[src/rtl/pc_unit_ras.sv]
// Fetch-stage program counter with branch/skip/jump redirects and a
// circular return-address stack driving call/return redirects.
module pc_unit_ras #(
  parameter int unsigned         WIDTH      = 32,
  parameter int unsigned         RAS_DEPTH  = 4,
  parameter int unsigned         STEP       = 1,
  parameter logic [WIDTH-1:0]    RESET_ADDR = '0,
  localparam int unsigned        CW         = $clog2(RAS_DEPTH + 1),
  localparam int unsigned        PW         = $clog2(RAS_DEPTH)
) (
  input  logic             clock,
  input  logic             reset,
  input  logic             stall,
  input  logic             branch,
  input  logic [WIDTH-1:0] branch_offset,
  input  logic             skip,
  input  logic             jmp,
  input  logic             call,
  input  logic             ret,
  input  logic [WIDTH-1:0] target,
  output logic [WIDTH-1:0] pc,
  output logic [CW-1:0]    ras_count,
  output logic [WIDTH-1:0] ras_top,
  output logic             ras_overflow,
  output logic             ras_underflow
);

  logic [WIDTH-1:0] r_pc;
  logic [WIDTH-1:0] r_ras [RAS_DEPTH];
  // r_ptr is the next free slot; when full it also indexes the oldest entry.
  logic [PW-1:0]    r_ptr;
  logic [CW-1:0]    r_count;
  logic             r_ovf;
  logic             r_unf;

  logic [WIDTH-1:0] w_pc_d;
  logic [PW-1:0]    w_ptr_d;
  logic [CW-1:0]    w_count_d;
  logic             w_push;
  logic             w_ovf_d;
  logic             w_unf_d;
  logic [PW-1:0]    w_top_idx;
  logic [WIDTH-1:0] w_top;
  logic [WIDTH-1:0] w_pc_inc;
  logic             w_empty;
  logic             w_full;

  assign w_top_idx = r_ptr - PW'(1);
  assign w_top     = r_ras[w_top_idx];
  assign w_pc_inc  = r_pc + WIDTH'(STEP);
  assign w_empty   = (r_count == '0);
  assign w_full    = (r_count == CW'(RAS_DEPTH));

  always_comb begin
    w_pc_d    = w_pc_inc;
    w_ptr_d   = r_ptr;
    w_count_d = r_count;
    w_push    = 1'b0;
    w_ovf_d   = 1'b0;
    w_unf_d   = 1'b0;
    if (stall) begin
      w_pc_d = r_pc;
    end else if (ret) begin
      if (!w_empty) begin
        w_pc_d    = w_top;
        w_ptr_d   = w_top_idx;
        w_count_d = r_count - CW'(1);
      end else begin
        w_unf_d = 1'b1;
      end
    end else if (call) begin
      w_push  = 1'b1;
      w_pc_d  = target;
      w_ptr_d = r_ptr + PW'(1);
      if (w_full) begin
        w_ovf_d = 1'b1;
      end else begin
        w_count_d = r_count + CW'(1);
      end
    end else if (jmp) begin
      w_pc_d = target;
    end else if (branch) begin
      w_pc_d = r_pc + branch_offset;
    end else if (skip) begin
      w_pc_d = r_pc + WIDTH'(2 * STEP);
    end
  end

  always_ff @(posedge clock) begin
    if (reset) begin
      r_pc    <= RESET_ADDR;
      r_ptr   <= '0;
      r_count <= '0;
      r_ovf   <= 1'b0;
      r_unf   <= 1'b0;
    end else begin
      r_pc    <= w_pc_d;
      r_ptr   <= w_ptr_d;
      r_count <= w_count_d;
      r_ovf   <= w_ovf_d;
      r_unf   <= w_unf_d;
    end
  end

  // Entry contents need no reset; validity is tracked by r_count.
  always_ff @(posedge clock) begin
    if (!reset && w_push) begin
      r_ras[r_ptr] <= w_pc_inc;
    end
  end

  assign pc            = r_pc;
  assign ras_count     = r_count;
  assign ras_top       = w_empty ? RESET_ADDR : w_top;
  assign ras_overflow  = r_ovf;
  assign ras_underflow = r_unf;

endmodule

[config.mk]
export PLATFORM = sky130hd
export DESIGN_NAME = pc_unit_ras
export DESIGN_NICKNAME = d
export VERILOG_FILES = /design/src/rtl/pc_unit_ras.sv
export SDC_FILE = /design/constraint.sdc
export NUM_CORES = 1
export LEC_CHECK = 0
export BUFFER_PORTS_ARGS = -buffer_cell sky130_fd_sc_hd__clkbuf_2
export CORE_AREA = 2 2 158 160
export CTS_BUF_LIST = sky130_fd_sc_hd__clkbuf_8 sky130_fd_sc_hd__clkbuf_16
export CTS_CLUSTER_DIAMETER = 60
export DETAILED_ROUTE_END_ITERATION = 7
export DIE_AREA = 0 0 160 162
export GPL_ROUTABILITY_DRIVEN = 0
export HOLD_SLACK_MARGIN = 0.03
export SYNTH_ARGS = -nofsm -noshare
export SYNTH_HDL_FRONTEND = slang
export SYNTH_SLANG_ARGS = --single-unit
export TNS_END_PERCENT = 5
[constraint.sdc]
create_clock -name clock -period 3.97 [get_ports clock]
set_clock_uncertainty 0.05 [all_clocks]
set_input_delay 0.794 -clock clock [delete_from_list [all_inputs] [get_ports clock]]
set_output_delay 0.794 -clock clock [all_outputs]
set_load 0.02 [all_outputs]
==> impl_metrics.ini, run 1 <==
[hold_path]
min_to = ras_count[1]$_SDFFE_PP0P_
hp-class = reg -> reg
min_path_cells = 2
hold_start = ras_count[1]$_SDFFE_PP0P_

[setup_path]
path_class = reg -> out
worstSetupEndpointType = output pin
path_max_fanout = 13
r2r-end = pc[27]$_SDFFE_PP0N_
cpPeakStageDelay_ns = 0.70
ff2ff_setup_slack_ns = 0.68
crit_slowest_cell = ha_1
worst-endpoint-arrival_ns = 2.68
cp-start-kind = register
required_ns = 3.13
r2r_cells = 10
cp_num_buf_inv = 3
r2r_start = pc[3]$_SDFFE_PP0N_
crit_path_cell_trace = inv_1 -> ha_1 -> buf_4 -> mux4_2 -> and2_1 -> clkbuf_2
crit_family = adder cells

[cells_and_area]
nNetsFinal = 1259
multiInputGateArea_sq_um = 5580
drive_gt1_share_pct = 23.2
syn_to_final_growth_pct = 14.2
final-seq-area_sq_um = 4630
fillerInstances = 2238
diodes = 0
instances_no_fill = 1485

[synth]
synth_edf_count = 128
ys_async_sr_fraction_pct = 0
synthAdderAreaFrac_pct = 4.68
synth-simple-area-share_pct = 16.2
synth_area_sq_um = 10700
syn_nets = 1141
synth_flop_cell = edfxtp_1
ys_seq_area_share_pct = 43.1
yosys_warnings = 0
syn_inst = 1030
synth_mux_area_share_pct = 7.27
synth_compound_area_share_pct = 16.8
synthDistinctLibCells = 89
syn-mean-instance-area_sq_um = 10.4
synth_top_family_by_area = compound AO/OA/AOI/OAI gates
synth-xor-area-share_pct = 6.91
synth-seq-cells = 167

[sta]
fin_crit_sh_pct = 88.9
min_period_ns = 3.53
rsz0062_at_grt = false
worst_pin_slew_ns = 0.798
hold_violations = 0
setup_tns_ns = 0
slew_headroom_pct = 46.8
final-max-slew-violation-count = 0
fmax_mhz = 283
setup_violations = 0

[placed_design]
dp_hpwl_mm = 23.5
numPortBuffers = 140
dp_cells = 1453

[routing]
vias = 8738
routedWlPerCell_um = 21.1
viasPerCell = 5.88
wl_mm = 31.3
drc_errors = 0
first_pass_iters = 5
ant_nets = 0
detail_route.iter0.violations = 747

[power_and_ir_drop]
power_density_nw_per_um2 = 438
seqPwrFrac_pct = 38.5
power.switching_w = 0.00194
p_clk_share_pct = 30.6
intPower_w = 0.00343
irDropWorstVdd_mv = 0.267
power_frac_comb_pct = 30.8
cellLeakagePower_nw = 4.66
power_switching_share_pct = 36.2

[floorplanning]
start_util_pct = 44.5
fp.dieH_um = 162
rows = 57
ioPinCount = 141
core_sq_um = 24100
die_width_um = 160
fp.dieArea_sq_um = 25900

[outcome]
outcome = finished clean

[cts]
holdBufCountCts = 0
postCtsSetupRepairBufs = 0
root_buffer = clkbuf_16
post_cts_resized = 0
cts_buffers = 17
clock_sinks = 167
tritoncts = done
clockBufferDepth = 2
clk_pin_slew_worst_paths_ns = 0.07
cts_max_level = 4
clock_latency_ns = 0.44

[global_routing]
grt_pass1_vias = 8238
grt_pass1_wl_mm = 48.4
grt_usage_pct = 24.2
grt_max_degree = 54
overflow = 0
antenna_found_initial = 0

[job]
cap_violations = 0
[metal layers]
layer / track usage (%) / share of wire [%] / vias up
li1: - / - / 4153
met1: 36.4 / 47 / 4215
met2: 37.6 / 45 / 339
met3: 3.01 / 6.2 / 31
met4: 5.86 / 1.5 / 0
met5: 0 / 0 / -
[cells in the final DEF, fill, tap and decap left out, types with 37 or more instances in the layout]
master / instances
nor2_1: 70
o21ai_0: 41
nand2_1: 81
and2_1: 43
xnor2_1: 42
a21oi_1: 77
edfxtp_1: 128
dfxtp_1: 38
ha_1: 37
clkbuf_2: 140
xor2_1: 39
[worst reg2reg max path: stages, from the launching register on]
cell,delay [ns]
dfxtp_1,0.30
buf_4,0.17
ha_1,0.36
and3_1,0.21
a22oi_1,0.09
a211o_1,0.29
a2111o_1,0.43
a21oi_1,0.35
mux2_2,0.39
a311o_1,0.33
a221oi_2,0.24
[how the worst max path moves through the flow]
stage / start / end / slack [ns] / cells after the start
after floorplan: r_ptr[0]$_SDFFE_PP0P_ / ras_top[16] / 0.19 / 9
after global placement: branch_offset[2] / pc[27]$_SDFFE_PP0N_ / 0.37 / 10
after detailed placement: branch_offset[2] / pc[27]$_SDFFE_PP0N_ / 0.29 / 10
after CTS: r_ptr[1]$_SDFFE_PP0P_ / ras_top[13] / 0.40 / 6
after global routing: r_ptr[1]$_SDFFE_PP0P_ / ras_top[16] / 0.33 / 5
final: r_ptr[1]$_SDFFE_PP0P_ / ras_top[13] / 0.44 / 6
[synth_stat cells, types with 10 or more instances]
master	count	share of area (%)
edfxtp_1	128	36
nand2_1	81	2.8
a21oi_1	77	3.6
nor2_1	71	2.5
and2_1	43	2.5
clkbuf_1	43	1.5
xnor2_1	42	3.4
o21ai_0	41	1.9
dfxtp_1	39	7.3
xor2_1	39	3.2
ha_1	37	4.3
a211oi_1	35	2.4
mux4_2	31	6.5
nor3_1	31	1.4
nand3_1	24	1.1
inv_1	23	0.80
nand4_1	20	1.2
a21o_1	18	1.3
buf_2	13	0.61
and3_1	12	0.70
o211ai_1	12	0.84
clkbuf_8	11	1.4
nor4_1	10	0.58
[power by group through the flow]
stage / sequential, W / clock, W / combinational (W)
after floorplan: 0.00211 / 0 / 0.00110
after global placement: 0.00210 / 0 / 0.00164
after detailed placement: 0.00210 / 0 / 0.00165
after CTS: 0.00207 / 0.00167 / 0.00166
after global routing: 0.00208 / 0.00173 / 0.00181
final: 0.00207 / 0.00165 / 0.00166
[registers in the layout, summed over array words and instances (netlist names)]
register and flops:
r_ras 128, ras_underflow 1, ras_overflow 1, ras_count 3, r_ptr 2, pc 32
[per-stage QoR]
| stage | hold WS [ns] | worst slack, ns | total power (W) | cell area, sq um | utilization, % |
|---|---|---|---|---|---|
| 2_1_floorplan | 0.484 | 0.185 | 0.00321 | 10700 | - |
| 3_3_place_gp | 0.503 | 0.370 | 0.00375 | 11700 | 48.4 |
| 3_5_place_dp | 0.519 | 0.287 | 0.00375 | 11700 | 48.4 |
| 4_1_cts | 0.529 | 0.404 | 0.00539 | 12300 | 50.9 |
| 5_1_grt | 0.539 | 0.328 | 0.00561 | 12300 | 50.9 |
| 6_report | 0.529 | 0.442 | 0.00537 | 12300 | 50.9 |
[final cells by class]
cell class | count | area share [%]
clock buffer | 17 | 3.47
sequential | 167 | 37.7
inverter | 25 | 0.765
timing repair buffer | 175 | 7.86
tap | 324 | 3.31
clock inverter | 15 | 1.39
multi-input combinational | 762 | 45.5
[logic make-up after synthesis]
logic type,count (synthesis)
AND/OR/NAND/NOR,333
AO/OA/AOI/OAI,268
flip-flops,167
buffers and inverters,101
XOR/XNOR,83
multiplexers,39
adder cells (fa/ha/maj),39
Power figures use the tool's default switching activity.
==> run 2: changes to the inputs <==
--- a/config.mk
+++ b/config.mk
@@ -5,7 +5,7 @@
 export SDC_FILE = /design/constraint.sdc
 export NUM_CORES = 1
 export LEC_CHECK = 0
-export BUFFER_PORTS_ARGS = -buffer_cell sky130_fd_sc_hd__clkbuf_2
+export BUFFER_PORTS_ARGS = -buffer_cell sky130_fd_sc_hd__buf_2
 export CORE_AREA = 2 2 158 160
 export CTS_BUF_LIST = sky130_fd_sc_hd__clkbuf_8 sky130_fd_sc_hd__clkbuf_16
 export CTS_CLUSTER_DIAMETER = 60
==> impl_metrics.ini, run 2 (synthesized netlist as in run 1, its figures left out) <==
[global_routing]
grt_pass1_wl_mm = 48.1
antenna_found_initial = 0
grt_max_degree = 41
grt_pass1_vias = 8206
overflow = 0
grt_usage_pct = 24.1

[cells_and_area]
fillerInstances = 2270
multiInputGateArea_sq_um = 5580
drive_gt1_share_pct = 23.0
diodes = 0
regMostFlops = r_ras
final_core_util_pct = 50.8
final-seq-area_sq_um = 4630
fin_area_sq_um = 12200
layout_commonest_cell = buf_2
syn_to_final_growth_pct = 14.0
largest_reg_flops = 128
instances_no_fill = 1482
layout_common_cells = buf_2, edfxtp_1, nand2_1
nNetsFinal = 1256

[power_and_ir_drop]
seqPwrFrac_pct = 38.3
p_clk_share_pct = 31.1
irDropWorstVdd_mv = 0.276
power_frac_comb_pct = 30.6
intPower_w = 0.00347
power_density_nw_per_um2 = 440
power_switching_share_pct = 35.6
power.switching_w = 0.00192
cellLeakagePower_nw = 4.67

[floorplanning]
die_width_um = 160
core_sq_um = 24100
ioPinCount = 141
fp.dieH_um = 162
rows = 57
start_util_pct = 44.5
fp.dieArea_sq_um = 25900

[setup_path]
crit_family = adder cells
worst-endpoint-arrival_ns = 2.82
r2r_start = pc[0]$_SDFFE_PP0P_
crit_path_cell_trace = inv_1 -> ha_1 -> buf_4 -> mux4_2 -> and2_1 -> buf_2
worstSetupEndpointType = output pin
crit_slowest_cell = ha_1
required_ns = 3.13
path_max_fanout = 17
cpPeakStageDelay_ns = 0.77
path_class = reg -> out
crit_path_start = r_ptr[1]$_SDFFE_PP0P_
cp_num_buf_inv = 3
cp-start-kind = register

[routing]
vias = 8741
viasPerCell = 5.90
wl_mm = 31.4
routedWlPerCell_um = 21.2
detail_route.iter0.violations = 864
first_pass_iters = 5
ant_nets = 0
drc_errors = 0

[cts]
holdBufCountCts = 0
clockBufferDepth = 2
root_buffer = clkbuf_16
clk_pin_slew_worst_paths_ns = 0.07
tritoncts = done
clock_sinks = 167
cts_buffers = 17
cts_max_level = 4
post_cts_resized = 0
clock_latency_ns = 0.43
postCtsSetupRepairBufs = 0

[sta]
rsz0062_at_grt = false
setup_tns_ns = 0
worst_pin_slew_ns = 0.734
slew_headroom_pct = 50.9
setup_violations = 0
fmax_mhz = 273
hold_violations = 0
fin_crit_sh_pct = 92.2
min_period_ns = 3.66
worst_hold_slack_ns = 0.500
final-max-slew-violation-count = 0

[placed_design]
numPortBuffers = 140
dp_cells = 1450
dp_hpwl_mm = 22.9
place_area_sq_um = 11600

[job]
cap_violations = 0

[hold_path]
hold_start = pc[7]$_SDFFE_PP0N_
hp-class = reg -> reg

[outcome]
outcome = finished clean
[run 2: cell type report]
type                            instances  share of cell area, %
Clock buffer                           17                   3.47
Inverter                               25                  0.766
Sequential cell                       167                   37.8
Clock inverter                         15                   1.45
Multi-Input combinational cell        762                   45.5
Tap cell                              324                   3.31
Timing Repair Buffer                  172                   7.68
[run 2: through the flow]
step	total power, W	setup WS, ns
2_1_floorplan	0.00321	0.185
3_3_place_gp	0.00374	0.382
3_5_place_dp	0.00374	0.327
4_1_cts	0.00541	0.263
5_1_grt	0.00563	0.143
6_report	0.00539	0.308
[run 2: worst paths after layout]
kind                          to  slack, ns  cells past startpoint
max                  ras_top[13]       0.31                      6
min           pc[7]$_SDFFE_PP0N_       0.50                      2
max reg2reg  pc[27]$_SDFFE_PP0N_       0.71                      9
min reg2reg   pc[7]$_SDFFE_PP0N_       0.50                      2
[run 2: power by group through the flow]
stage	registers [W]	logic [W]	clock network [W]
floorplan	0.00211	0.00110	0
global route	0.00207	0.00180	0.00176
finish	0.00207	0.00165	0.00168
global placement	0.00210	0.00164	0
detailed placement	0.00210	0.00164	0
CTS	0.00206	0.00165	0.00169
[run 2: worst min-delay path, delay by kind of cell (launching register included)]
family	cells	cell delay, ns
simple gates	2	0.16
flops	1	0.35
[run 2: metal layers]
metal | GRT usage (%) | vias up | share of wire (%)
li1 | - | 4125 | -
met1 | 36.6 | 4192 | 47
met2 | 36.8 | 390 | 44
met3 | 3.06 | 34 | 6.9
met4 | 5.45 | 0 | 1.4
met5 | 0 | - | 0
==> run 3: changes to the inputs <==
--- a/config.mk
+++ b/config.mk
@@ -5,14 +5,16 @@
 export SDC_FILE = /design/constraint.sdc
 export NUM_CORES = 1
 export LEC_CHECK = 0
+export ABC_CLOCK_PERIOD_IN_PS = 3970
 export BUFFER_PORTS_ARGS = -buffer_cell sky130_fd_sc_hd__buf_2
-export CORE_AREA = 2 2 158 160
+export CORE_AREA = 2 2 147 149
 export CTS_BUF_LIST = sky130_fd_sc_hd__clkbuf_8 sky130_fd_sc_hd__clkbuf_16
 export CTS_CLUSTER_DIAMETER = 60
 export DETAILED_ROUTE_END_ITERATION = 7
-export DIE_AREA = 0 0 160 162
+export DIE_AREA = 0 0 149 151
 export GPL_ROUTABILITY_DRIVEN = 0
 export HOLD_SLACK_MARGIN = 0.03
+export PLACE_DENSITY = 0.72
 export SYNTH_ARGS = -nofsm -noshare
 export SYNTH_HDL_FRONTEND = slang
 export SYNTH_SLANG_ARGS = --single-unit
==> impl_metrics.ini, run 3 (synthesized netlist as in run 1, its figures left out) <==
[outcome]
outcome = finished clean

[cts]
clock_latency_ns = 0.44
holdBufCountCts = 0
tritoncts = done
clk_pin_slew_worst_paths_ns = 0.07
cts_max_level = 4
cts_buffers = 17
postCtsSetupRepairBufs = 0
clock_sinks = 167
post_cts_resized = 0
clockBufferDepth = 2
root_buffer = clkbuf_16

[floorplanning]
fp.dieH_um = 151
fp.dieArea_sq_um = 22500
ioPinCount = 141
core_sq_um = 20800
rows = 53
start_util_pct = 51.6
die_width_um = 149

[sta]
slew_headroom_pct = 39.1
rsz0062_at_grt = false
hold_violations = 0
fmax_mhz = 274
min_period_ns = 3.65
final-max-slew-violation-count = 0
setup_violations = 0
fin_crit_sh_pct = 91.9
setup_tns_ns = 0
worst_pin_slew_ns = 0.913
worst_hold_slack_ns = 0.522

[setup_path]
r2r_cells = 10
crit_slowest_cell = ha_1
crit_family = adder cells
r2r-end = pc[29]$_SDFFE_PP0N_
worst-endpoint-arrival_ns = 2.80
path_max_fanout = 20
path_class = reg -> out
cp_num_buf_inv = 3
cpPeakStageDelay_ns = 0.82
crit_path_cell_trace = inv_1 -> ha_1 -> buf_4 -> mux4_2 -> and2_1 -> buf_2
ff2ff_setup_slack_ns = 0.71
required_ns = 3.13
r2r_start = pc[1]$_SDFFE_PP0N_
cp-start-kind = register
worstSetupEndpointType = output pin

[power_and_ir_drop]
cellLeakagePower_nw = 4.67
power.switching_w = 0.00188
power_frac_comb_pct = 30.2
seqPwrFrac_pct = 38.3
p_clk_share_pct = 31.5
power_switching_share_pct = 34.8
irDropWorstVdd_mv = 0.305
power_density_nw_per_um2 = 443
intPower_w = 0.00353

[routing]
detail_route.iter0.violations = 864
drc_errors = 0
ant_nets = 0
routedWlPerCell_um = 20.9
wl_mm = 30.0
first_pass_iters = 5
vias = 8837
viasPerCell = 6.18

[cells_and_area]
layout_common_cells = buf_2, edfxtp_1, nand2_1
syn_to_final_growth_pct = 13.6
drive_gt1_share_pct = 22.8
final-seq-area_sq_um = 4630
multiInputGateArea_sq_um = 5580
layout_commonest_cell = buf_2
nNetsFinal = 1254
regMostFlops = r_ras
largest_reg_flops = 128
diodes = 0
fillerInstances = 1806
instances_no_fill = 1431
fin_area_sq_um = 12200
final_core_util_pct = 58.6

[hold_path]
hp-class = reg -> reg
hold_start = ras_count[1]$_SDFFE_PP0P_
min_path_cells = 2
min_to = ras_count[1]$_SDFFE_PP0P_

[global_routing]
grt_pass1_vias = 8231
met3_usage_pct = 4.43
antenna_found_initial = 0
top_usage_layer = met2
grt_pass1_wl_mm = 46.0
grt_usage_pct = 26.8
overflow = 0
met1_usage_pct = 38.8
grt_use_met2_pct = 41.5
grt_max_degree = 55

[placed_design]
place_area_sq_um = 11600
numPortBuffers = 140
dp_cells = 1399
dp_hpwl_mm = 22.0

[job]
cap_violations = 0
## run 3: worst max path at each step
stage / start / to / slack [ns] / cells past startpoint
floorplan: r_ptr[0]$_SDFFE_PP0P_ / ras_top[16] / 0.19 / 9
global placement: branch_offset[2] / pc[27]$_SDFFE_PP0N_ / 0.41 / 10
detailed placement: branch_offset[2] / pc[27]$_SDFFE_PP0N_ / 0.38 / 10
CTS: r_ptr[1]$_SDFFE_PP0P_ / ras_top[13] / 0.29 / 6
global route: r_ptr[1]$_SDFFE_PP0P_ / ras_top[13] / 0.18 / 6
finish: r_ptr[1]$_SDFFE_PP0P_ / ras_top[13] / 0.32 / 6
## run 3: worst min-delay path, cell delays in order (launching register included)
cell and delay (ns):
dfxtp_1 0.36, nor2_1 0.12, a211oi_1 0.05
## run 3: per-stage QoR
stage | setup WS, ns | power (W)
2_1_floorplan | 0.185 | 0.00321
3_3_place_gp | 0.406 | 0.00369
3_5_place_dp | 0.377 | 0.00371
4_1_cts | 0.287 | 0.00541
5_1_grt | 0.178 | 0.00563
6_report | 0.323 | 0.00541
## run 3: power groups by stage
stage	Sequential [W]	Combinational, W	Clock (W)
floorplan	0.00211	0.00110	0
global placement	0.00210	0.00159	0
detailed placement	0.00210	0.00161	0
CTS	0.00206	0.00162	0.00172
global route	0.00208	0.00177	0.00179
finish	0.00207	0.00163	0.00171
## run 3: metal layers
metal / part of all wire [%] / wire [um]
met1: 44 / 13200
met2: 45 / 13500
met3: 8.6 / 2570
met4: 2.2 / 671
met5: 0 / 0
## run 3: final cells by class
cell class | instances | share of cell area (%)
clock buffer | 17 | 3.49
timing repair buffer | 170 | 7.79
clock inverter | 15 | 1.51
multi-input combinational | 762 | 45.7
sequential | 167 | 37.9
inverter | 25 | 0.769
tap | 275 | 2.82
